<file path="config.mk">
export PLATFORM = sky130hd
export DESIGN_NAME = sparc_exu_ecl_shftctl_flat
export DESIGN_NICKNAME = d
export VERILOG_FILES = /design/src/rtl/sparc_exu_ecl_shftctl_if.sv /design/src/rtl/sparc_exu_ecl_shftctl.sv /design/src/flat_wrapper.sv
export SDC_FILE = /design/constraint.sdc
export NUM_CORES = 1
export LEC_CHECK = 0
export CORE_UTILIZATION = 29
export DETAILED_ROUTE_END_ITERATION = 10
export GPL_TIMING_DRIVEN = 0
export PLACE_DENSITY = 0.79
export SETUP_SLACK_MARGIN = 0.2
export SYNTH_ARGS = -nofsm -noshare
export SYNTH_HDL_FRONTEND = slang
export SYNTH_SLANG_ARGS = --single-unit
</file>
<file path="constraint.sdc">
create_clock -name rclk -period 1.2 [get_ports rclk]
set_input_delay 0.24 -clock rclk [delete_from_list [all_inputs] [get_ports rclk]]
set_output_delay 0.24 -clock rclk [all_outputs]
set_load 0.005 [all_outputs]
</file>
<file path="src/rtl/sparc_exu_ecl_shftctl_if.sv">
// ----------------------------------------------------------------------------
// sparc_exu_ecl_shftctl_if
// Purpose : bundles every non-clock/reset signal of the shift-control block
//           (D-stage decode inputs, E-stage control/datapath inputs, E-stage
//           shifter control outputs and the registered M-stage result).
// Modports:
//   master - driver side (decode/bypass/datapath): drives D/E inputs,
//            observes the E controls and M result.
//   slave  - the shift-control block itself.
// ----------------------------------------------------------------------------
interface sparc_exu_ecl_shftctl_if;
  // D-stage decode
  logic        ifu_exu_shft_vld_d;
  logic [1:0]  ifu_exu_shft_op_d;
  logic        ifu_exu_shft_op32_d;
  // E-stage pipeline control and data
  logic        ecl_stall_e;
  logic        ecl_flush_e;
  logic [63:0] byp_alu_rs1_data_e;
  logic [3:0]  byp_alu_rs2_data_e;
  logic [63:0] shft_alu_shift_out_e;
  // E-stage shifter controls
  logic        ecl_shft_lshift_e_l;
  logic        ecl_shft_op32_e;
  logic [3:0]  ecl_shft_shift4_e;
  logic [3:0]  ecl_shft_shift1_e;
  logic        ecl_shft_enshift_e_l;
  logic        ecl_shft_extendbit_e;
  logic        ecl_shft_extend32bit_e_l;
  logic        shftctl_vld_e;
  // M-stage result
  logic [63:0] exu_shft_result_m;
  logic        exu_shft_vld_m;

  modport master (
    output ifu_exu_shft_vld_d, ifu_exu_shft_op_d, ifu_exu_shft_op32_d,
           ecl_stall_e, ecl_flush_e, byp_alu_rs1_data_e, byp_alu_rs2_data_e,
           shft_alu_shift_out_e,
    input  ecl_shft_lshift_e_l, ecl_shft_op32_e, ecl_shft_shift4_e,
           ecl_shft_shift1_e, ecl_shft_enshift_e_l, ecl_shft_extendbit_e,
           ecl_shft_extend32bit_e_l, shftctl_vld_e, exu_shft_result_m,
           exu_shft_vld_m
  );

  modport slave (
    input  ifu_exu_shft_vld_d, ifu_exu_shft_op_d, ifu_exu_shft_op32_d,
           ecl_stall_e, ecl_flush_e, byp_alu_rs1_data_e, byp_alu_rs2_data_e,
           shft_alu_shift_out_e,
    output ecl_shft_lshift_e_l, ecl_shft_op32_e, ecl_shft_shift4_e,
           ecl_shft_shift1_e, ecl_shft_enshift_e_l, ecl_shft_extendbit_e,
           ecl_shft_extend32bit_e_l, shftctl_vld_e, exu_shft_result_m,
           exu_shft_vld_m
  );
endinterface

</file>
<file path="src/rtl/sparc_exu_ecl_shftctl.sv">
// ----------------------------------------------------------------------------
// sparc_exu_ecl_shftctl
// Purpose : shift-unit control for the execute pipeline. Registers the decoded
//           shift (D->E), produces the shifter's combinational E-stage controls
//           (direction, 32/64-bit form, one-hot coarse/fine amount selects,
//           sign-fill bits) and registers the shifter result into M.
// Ports   :
//   rclk   - core clock, all state on rising edge
//   reset  - synchronous active-high reset
//   bus    - sparc_exu_ecl_shftctl_if.slave (D/E inputs, E controls, M result)
// ----------------------------------------------------------------------------
module sparc_exu_ecl_shftctl (
  input  logic                          rclk,
  input  logic                          reset,
  sparc_exu_ecl_shftctl_if.slave        bus
);

  localparam logic [1:0] OP_SLL = 2'b00;
  localparam logic [1:0] OP_SRA = 2'b10;
  localparam logic [1:0] OP_RSV = 2'b11;

  // E-stage state
  logic        r_vld_e;
  logic [1:0]  r_op_e;
  logic        r_op32_e;
  // M-stage state
  logic        r_vld_m;
  logic [63:0] r_result_m;

  logic        w_advance_e;
  logic        w_sra_e;
  logic        w_sign_e;
  logic        w_unused_rs1;

  // An E instruction moves to M only if it is neither held nor killed.
  assign w_advance_e = r_vld_e & ~bus.ecl_stall_e & ~bus.ecl_flush_e;

  always_ff @(posedge rclk) begin
    if (reset) begin
      r_vld_e    <= 1'b0;
      r_op_e     <= 2'b00;
      r_op32_e   <= 1'b0;
      r_vld_m    <= 1'b0;
      r_result_m <= 64'd0;
    end else begin
      if (!bus.ecl_stall_e) begin
        r_op_e   <= bus.ifu_exu_shft_op_d;
        r_op32_e <= bus.ifu_exu_shft_op32_d;
        // Reserved encoding is accepted into E as a bubble.
        r_vld_e  <= bus.ifu_exu_shft_vld_d & (bus.ifu_exu_shft_op_d != OP_RSV);
      end
      // Flush overrides both load and hold.
      if (bus.ecl_flush_e) begin
        r_vld_e <= 1'b0;
      end
      r_vld_m <= w_advance_e;
      if (w_advance_e) begin
        r_result_m <= bus.shft_alu_shift_out_e;
      end
    end
  end

  // Sign source: bit 31 for the 32-bit form, bit 63 for the 64-bit form.
  assign w_sra_e  = r_vld_e & (r_op_e == OP_SRA);
  assign w_sign_e = r_op32_e ? bus.byp_alu_rs1_data_e[31] : bus.byp_alu_rs1_data_e[63];

  assign bus.shftctl_vld_e            = r_vld_e;
  assign bus.ecl_shft_op32_e          = r_op32_e & r_vld_e;
  assign bus.ecl_shft_enshift_e_l     = ~r_vld_e;
  assign bus.ecl_shft_lshift_e_l      = ~(r_vld_e & (r_op_e == OP_SLL));
  assign bus.ecl_shft_extendbit_e     = w_sra_e & w_sign_e;
  assign bus.ecl_shft_extend32bit_e_l = ~(w_sra_e & r_op32_e & bus.byp_alu_rs1_data_e[31]);

  // One-hot amount selects; an idle E parks both on position 0 so the
  // shifter mux never sees a zero-hot or multi-hot select.
  genvar gi;
  generate
    for (gi = 0; gi < 4; gi++) begin : g_sel
      localparam logic [1:0] IDX = 2'(gi);
      assign bus.ecl_shft_shift4_e[gi] = r_vld_e ? (bus.byp_alu_rs2_data_e[3:2] == IDX)
                                                 : (gi == 0);
      assign bus.ecl_shft_shift1_e[gi] = r_vld_e ? (bus.byp_alu_rs2_data_e[1:0] == IDX)
                                                 : (gi == 0);
    end
  endgenerate

  assign bus.exu_shft_vld_m    = r_vld_m;
  assign bus.exu_shft_result_m = r_result_m;

  // Only the two sign bits of rs1 are consumed here.
  assign w_unused_rs1 = ^{bus.byp_alu_rs1_data_e[62:32], bus.byp_alu_rs1_data_e[30:0]};

endmodule

</file>
<file path="src/flat_wrapper.sv">
// flat-port wrapper written by rule: the top's interface ports become plain ports
module sparc_exu_ecl_shftctl_flat 
  (rclk, reset, bus_ifu_exu_shft_vld_d, bus_ifu_exu_shft_op_d, bus_ifu_exu_shft_op32_d, bus_ecl_stall_e, bus_ecl_flush_e, bus_byp_alu_rs1_data_e, bus_byp_alu_rs2_data_e, bus_shft_alu_shift_out_e, bus_ecl_shft_lshift_e_l, bus_ecl_shft_op32_e, bus_ecl_shft_shift4_e, bus_ecl_shft_shift1_e, bus_ecl_shft_enshift_e_l, bus_ecl_shft_extendbit_e, bus_ecl_shft_extend32bit_e_l, bus_shftctl_vld_e, bus_exu_shft_result_m, bus_exu_shft_vld_m);
  sparc_exu_ecl_shftctl_if bus_i ();
  input  logic rclk;
  input  logic reset;
  input wire logic [$bits(bus_i.ifu_exu_shft_vld_d)-1:0] bus_ifu_exu_shft_vld_d;
  input wire logic [$bits(bus_i.ifu_exu_shft_op_d)-1:0] bus_ifu_exu_shft_op_d;
  input wire logic [$bits(bus_i.ifu_exu_shft_op32_d)-1:0] bus_ifu_exu_shft_op32_d;
  input wire logic [$bits(bus_i.ecl_stall_e)-1:0] bus_ecl_stall_e;
  input wire logic [$bits(bus_i.ecl_flush_e)-1:0] bus_ecl_flush_e;
  input wire logic [$bits(bus_i.byp_alu_rs1_data_e)-1:0] bus_byp_alu_rs1_data_e;
  input wire logic [$bits(bus_i.byp_alu_rs2_data_e)-1:0] bus_byp_alu_rs2_data_e;
  input wire logic [$bits(bus_i.shft_alu_shift_out_e)-1:0] bus_shft_alu_shift_out_e;
  output wire logic [$bits(bus_i.ecl_shft_lshift_e_l)-1:0] bus_ecl_shft_lshift_e_l;
  output wire logic [$bits(bus_i.ecl_shft_op32_e)-1:0] bus_ecl_shft_op32_e;
  output wire logic [$bits(bus_i.ecl_shft_shift4_e)-1:0] bus_ecl_shft_shift4_e;
  output wire logic [$bits(bus_i.ecl_shft_shift1_e)-1:0] bus_ecl_shft_shift1_e;
  output wire logic [$bits(bus_i.ecl_shft_enshift_e_l)-1:0] bus_ecl_shft_enshift_e_l;
  output wire logic [$bits(bus_i.ecl_shft_extendbit_e)-1:0] bus_ecl_shft_extendbit_e;
  output wire logic [$bits(bus_i.ecl_shft_extend32bit_e_l)-1:0] bus_ecl_shft_extend32bit_e_l;
  output wire logic [$bits(bus_i.shftctl_vld_e)-1:0] bus_shftctl_vld_e;
  output wire logic [$bits(bus_i.exu_shft_result_m)-1:0] bus_exu_shft_result_m;
  output wire logic [$bits(bus_i.exu_shft_vld_m)-1:0] bus_exu_shft_vld_m;
  assign bus_i.ifu_exu_shft_vld_d = bus_ifu_exu_shft_vld_d;
  assign bus_i.ifu_exu_shft_op_d = bus_ifu_exu_shft_op_d;
  assign bus_i.ifu_exu_shft_op32_d = bus_ifu_exu_shft_op32_d;
  assign bus_i.ecl_stall_e = bus_ecl_stall_e;
  assign bus_i.ecl_flush_e = bus_ecl_flush_e;
  assign bus_i.byp_alu_rs1_data_e = bus_byp_alu_rs1_data_e;
  assign bus_i.byp_alu_rs2_data_e = bus_byp_alu_rs2_data_e;
  assign bus_i.shft_alu_shift_out_e = bus_shft_alu_shift_out_e;
  assign bus_ecl_shft_lshift_e_l = bus_i.ecl_shft_lshift_e_l;
  assign bus_ecl_shft_op32_e = bus_i.ecl_shft_op32_e;
  assign bus_ecl_shft_shift4_e = bus_i.ecl_shft_shift4_e;
  assign bus_ecl_shft_shift1_e = bus_i.ecl_shft_shift1_e;
  assign bus_ecl_shft_enshift_e_l = bus_i.ecl_shft_enshift_e_l;
  assign bus_ecl_shft_extendbit_e = bus_i.ecl_shft_extendbit_e;
  assign bus_ecl_shft_extend32bit_e_l = bus_i.ecl_shft_extend32bit_e_l;
  assign bus_shftctl_vld_e = bus_i.shftctl_vld_e;
  assign bus_exu_shft_result_m = bus_i.exu_shft_result_m;
  assign bus_exu_shft_vld_m = bus_i.exu_shft_vld_m;
  sparc_exu_ecl_shftctl u_core (.rclk(rclk), .reset(reset), .bus(bus_i));
endmodule
</file>
==> qor.yml <==
syn_inst: 316
dr.pass1.iters: 4
worstSetupPathType: "reg -> out"
fmax_mhz: 664
met2_length_um: 4550
setup_ws_ns: -0.306
port_buffers: 154
min-delay-path-class: "in -> reg"
reg2reg_from: "u_core.bus.shftctl_vld_e"
final-seq-area_um2: 1470
skew_ns: 0.00664
dp.cells: 575
maxCapViolations: 0
violations: "negative setup slack"
path_max_fanout: 2
path_clk_slew_ns: 0.07
multi_input_area_um2: 1130
drc: 0
clock_sinks: 69
synth-seq-cells: 69
post-dp-hpwl_um: 5710
p_leak_nw: 2.12
grt_usage_pct: 17.5
cts_max_level: 3
num_vias: 2920
drt-met1-wl_um: 3560
fin_nets: 664
antenna_left: 0
maxSlewViolCount: 0
place_area_um2: 4280
reg2reg_to: "u_core.bus.exu_shft_result_m[57]"
clock_latency_ns: 0.33
cts_tree: "yes"
vias_per_cell: 4.61
cts_buffer_depth: 2
grt_pass1_wl_um: 12400
synth_cell_types: 22
antenna_found_initial: 0
syn-num-nets: 456
cts_buffers: 9
grt_max_degree: 12
fp.dieW_um: 96
start_util_pct: 30.6
synth_area_um2: 2560
coreArea_um2: 8380
final_cells: 634
slew_headroom_pct: 61.4
grt_overflow: 0
final_area_um2: 5100
p_per_area_nw_per_um2: 970
syn2layout_area_growth_pct: 99.0
vdd_ir_drop_max_v: 0.000622
synth.avg_cell_area_um2: 8.11
diodes: 0
cp-endpoint: "bus_ecl_shft_extendbit_e"
ys_warn_count: 0
end_kind: "primary output"
status: "finished, violations left"
yosysSeqAreaShare_pct: 53.9
n_fill_cell: 697
critPathArrivalTime_ns: 1.27
drive_gt1_share_pct: 50.3
io_pins: 219
critPathLaunch: "u_core.r_op32_e"
worst_pin_slew_ns: 0.579
layout_min_cycle_time_ns: 1.51
dr.max_layer_used: "met4"
critical_path_required_ns: 0.96
cts_root_buf: "clkbuf_8"
cp-start-kind: "flip-flop"
drt_iter0_drc: 61
place_congestion: 0.780
die_area_um2: 9220
wl_um: 8920
rows: 33
rsz0062_at_grt: "true"
wl_met3_um: 669
avgRoutedWirePerCell_um: 14.1
setup_viol: 78
rrSetupSlack_ns: -0.30
hold_violations: 0
grt_pass1_vias: 2754
finalCritPeriodShare_pct: 125
r2r_cells: 6
fp.dieH_um: 96
## stage by stage
stage | setup slack (ns) | util [%] | setup TNS [ns] | total power, W | hold WS, ns
floorplan | -0.0318 | - | -1.83 | 0.00248 | 0.312
global placement | -0.557 | 51.0 | -34.65 | 0.00280 | 0.441
detailed placement | -0.555 | 51.0 | -36.56 | 0.00281 | 0.448
CTS | -0.307 | 54.2 | -14.57 | 0.00494 | 0.0864
global route | -0.352 | 60.8 | -23.12 | 0.00515 | 0.103
finish | -0.306 | 60.8 | -19.80 | 0.00495 | 0.114
## power breakdown
group / leakage [nW] / internal (W) / switching [W]
Clock: 0.116 / 0.00128 / 0.000853
Sequential: 0.591 / 0.00231 / 0.0000172
Combinational: 1.41 / 0.000328 / 0.000161
## worst max-delay path, cell delays in order (launching register included)
cell     delay (ns)
dfxtp_2        0.36
mux2_4         0.30
and3_4         0.18
buf_6          0.11
## worst min-delay path by stage
stage	startpoint	end	slack [ns]	cells after the start
floorplan	bus_ecl_flush_e	u_core.bus.shftctl_vld_e	0.31	1
global placement	u_core.bus.exu_shft_result_m[55]	u_core.bus.exu_shft_result_m[55]	0.44	2
detailed placement	u_core.bus.exu_shft_result_m[17]	u_core.bus.exu_shft_result_m[17]	0.45	2
CTS	bus_ecl_stall_e	u_core.bus.exu_shft_vld_m	0.09	2
global route	bus_ecl_stall_e	u_core.bus.exu_shft_vld_m	0.10	2
finish	bus_ecl_stall_e	u_core.bus.exu_shft_vld_m	0.11	2
## cell usage after synthesis, drive strengths merged
master | n | area share (%)
nand2 | 132 | 19
dfxtp | 69 | 54
a21oi | 64 | 13
buf | 16 | 6.5
clkbuf | 8 | 1.2
nor2 | 8 | 1.2
mux2i | 4 | 1.6
and3 | 3 | 0.73
o21ai | 2 | 0.39
a21boi | 1 | 0.29
and2 | 1 | 0.24
inv | 1 | 0.15
mux2 | 1 | 0.44
nand4 | 1 | 0.24
nor3 | 1 | 0.20
nor3b | 1 | 0.29
nor4 | 1 | 0.24
or3 | 1 | 0.24
or3b | 1 | 0.34
## layer usage
| metal | up-vias | track usage [%] |
|---|---|---|
| li1 | 1434 | - |
| met1 | 1349 | 18.5 |
| met2 | 120 | 31.9 |
| met3 | 17 | 5.29 |
| met4 | 0 | 7.09 |
| met5 | - | 0 |
## final cells by class
class	instances	share of cell area, %
flip-flops and latches	69	28.8
repair buffers	197	37.5
clock inverters	4	1.37
clock buffers	12	3.04
inverters	1	0.123
well taps	105	2.58
multi-input cells	222	22.1
plain buffers	24	4.54
## flip-flops by register name (all words and copies together) (netlist names)
register and flops:
u_core.bus.shftctl_vld_e 1, u_core.bus.exu_shft_vld_m 1, u_core.bus.exu_shft_result_m 64, u_core.r_op_e 2, u_core.r_op32_e 1
## logic make-up (layout without fill, tap and decap cells)
logic type | Yosys count | count (layout) | synth area share (%)
buf+inv | 25 | 238 | 7.86
simple gates | 150 | 150 | 23.0
compound gates | 67 | 67 | 13.2
mux | 5 | 5 | 2.00
flops | 69 | 69 | 53.9
## cell usage in the layout (no fill, tap or decap), types with 2 or more instances in the layout
master	netlist	final
dfxtp_1	69	2
buf_2	2	33
nor2_1	8	7
dfxtp_2	0	66
nand2_2	0	31
clkbuf_8	0	12
mux2i_1	4	4
clkdlybuf4s50_1	0	74
bufinv_16	0	2
and3_1	3	2
nand2_1	132	100
a21oi_1	64	60
buf_4	6	34
clkbuf_16	0	7
buf_12	0	2
buf_6	2	55
buf_8	6	6
clkbuf_1	8	8
clkinv_2	0	2
a21oi_2	0	4
## repair_timing
item / 4_1_cts / 5_1_grt
endpoints found under the setup margin: 144 / 144
gates resized for setup: 415 / 71
hold buffers: 0 / 0
pin swaps: 3 / 3
gates cloned: 0 / 8
hold endpoints to repair: 0 / 0
setup buffers: 23 / 12
Note: power is estimated with default switching activity, not from simulation.
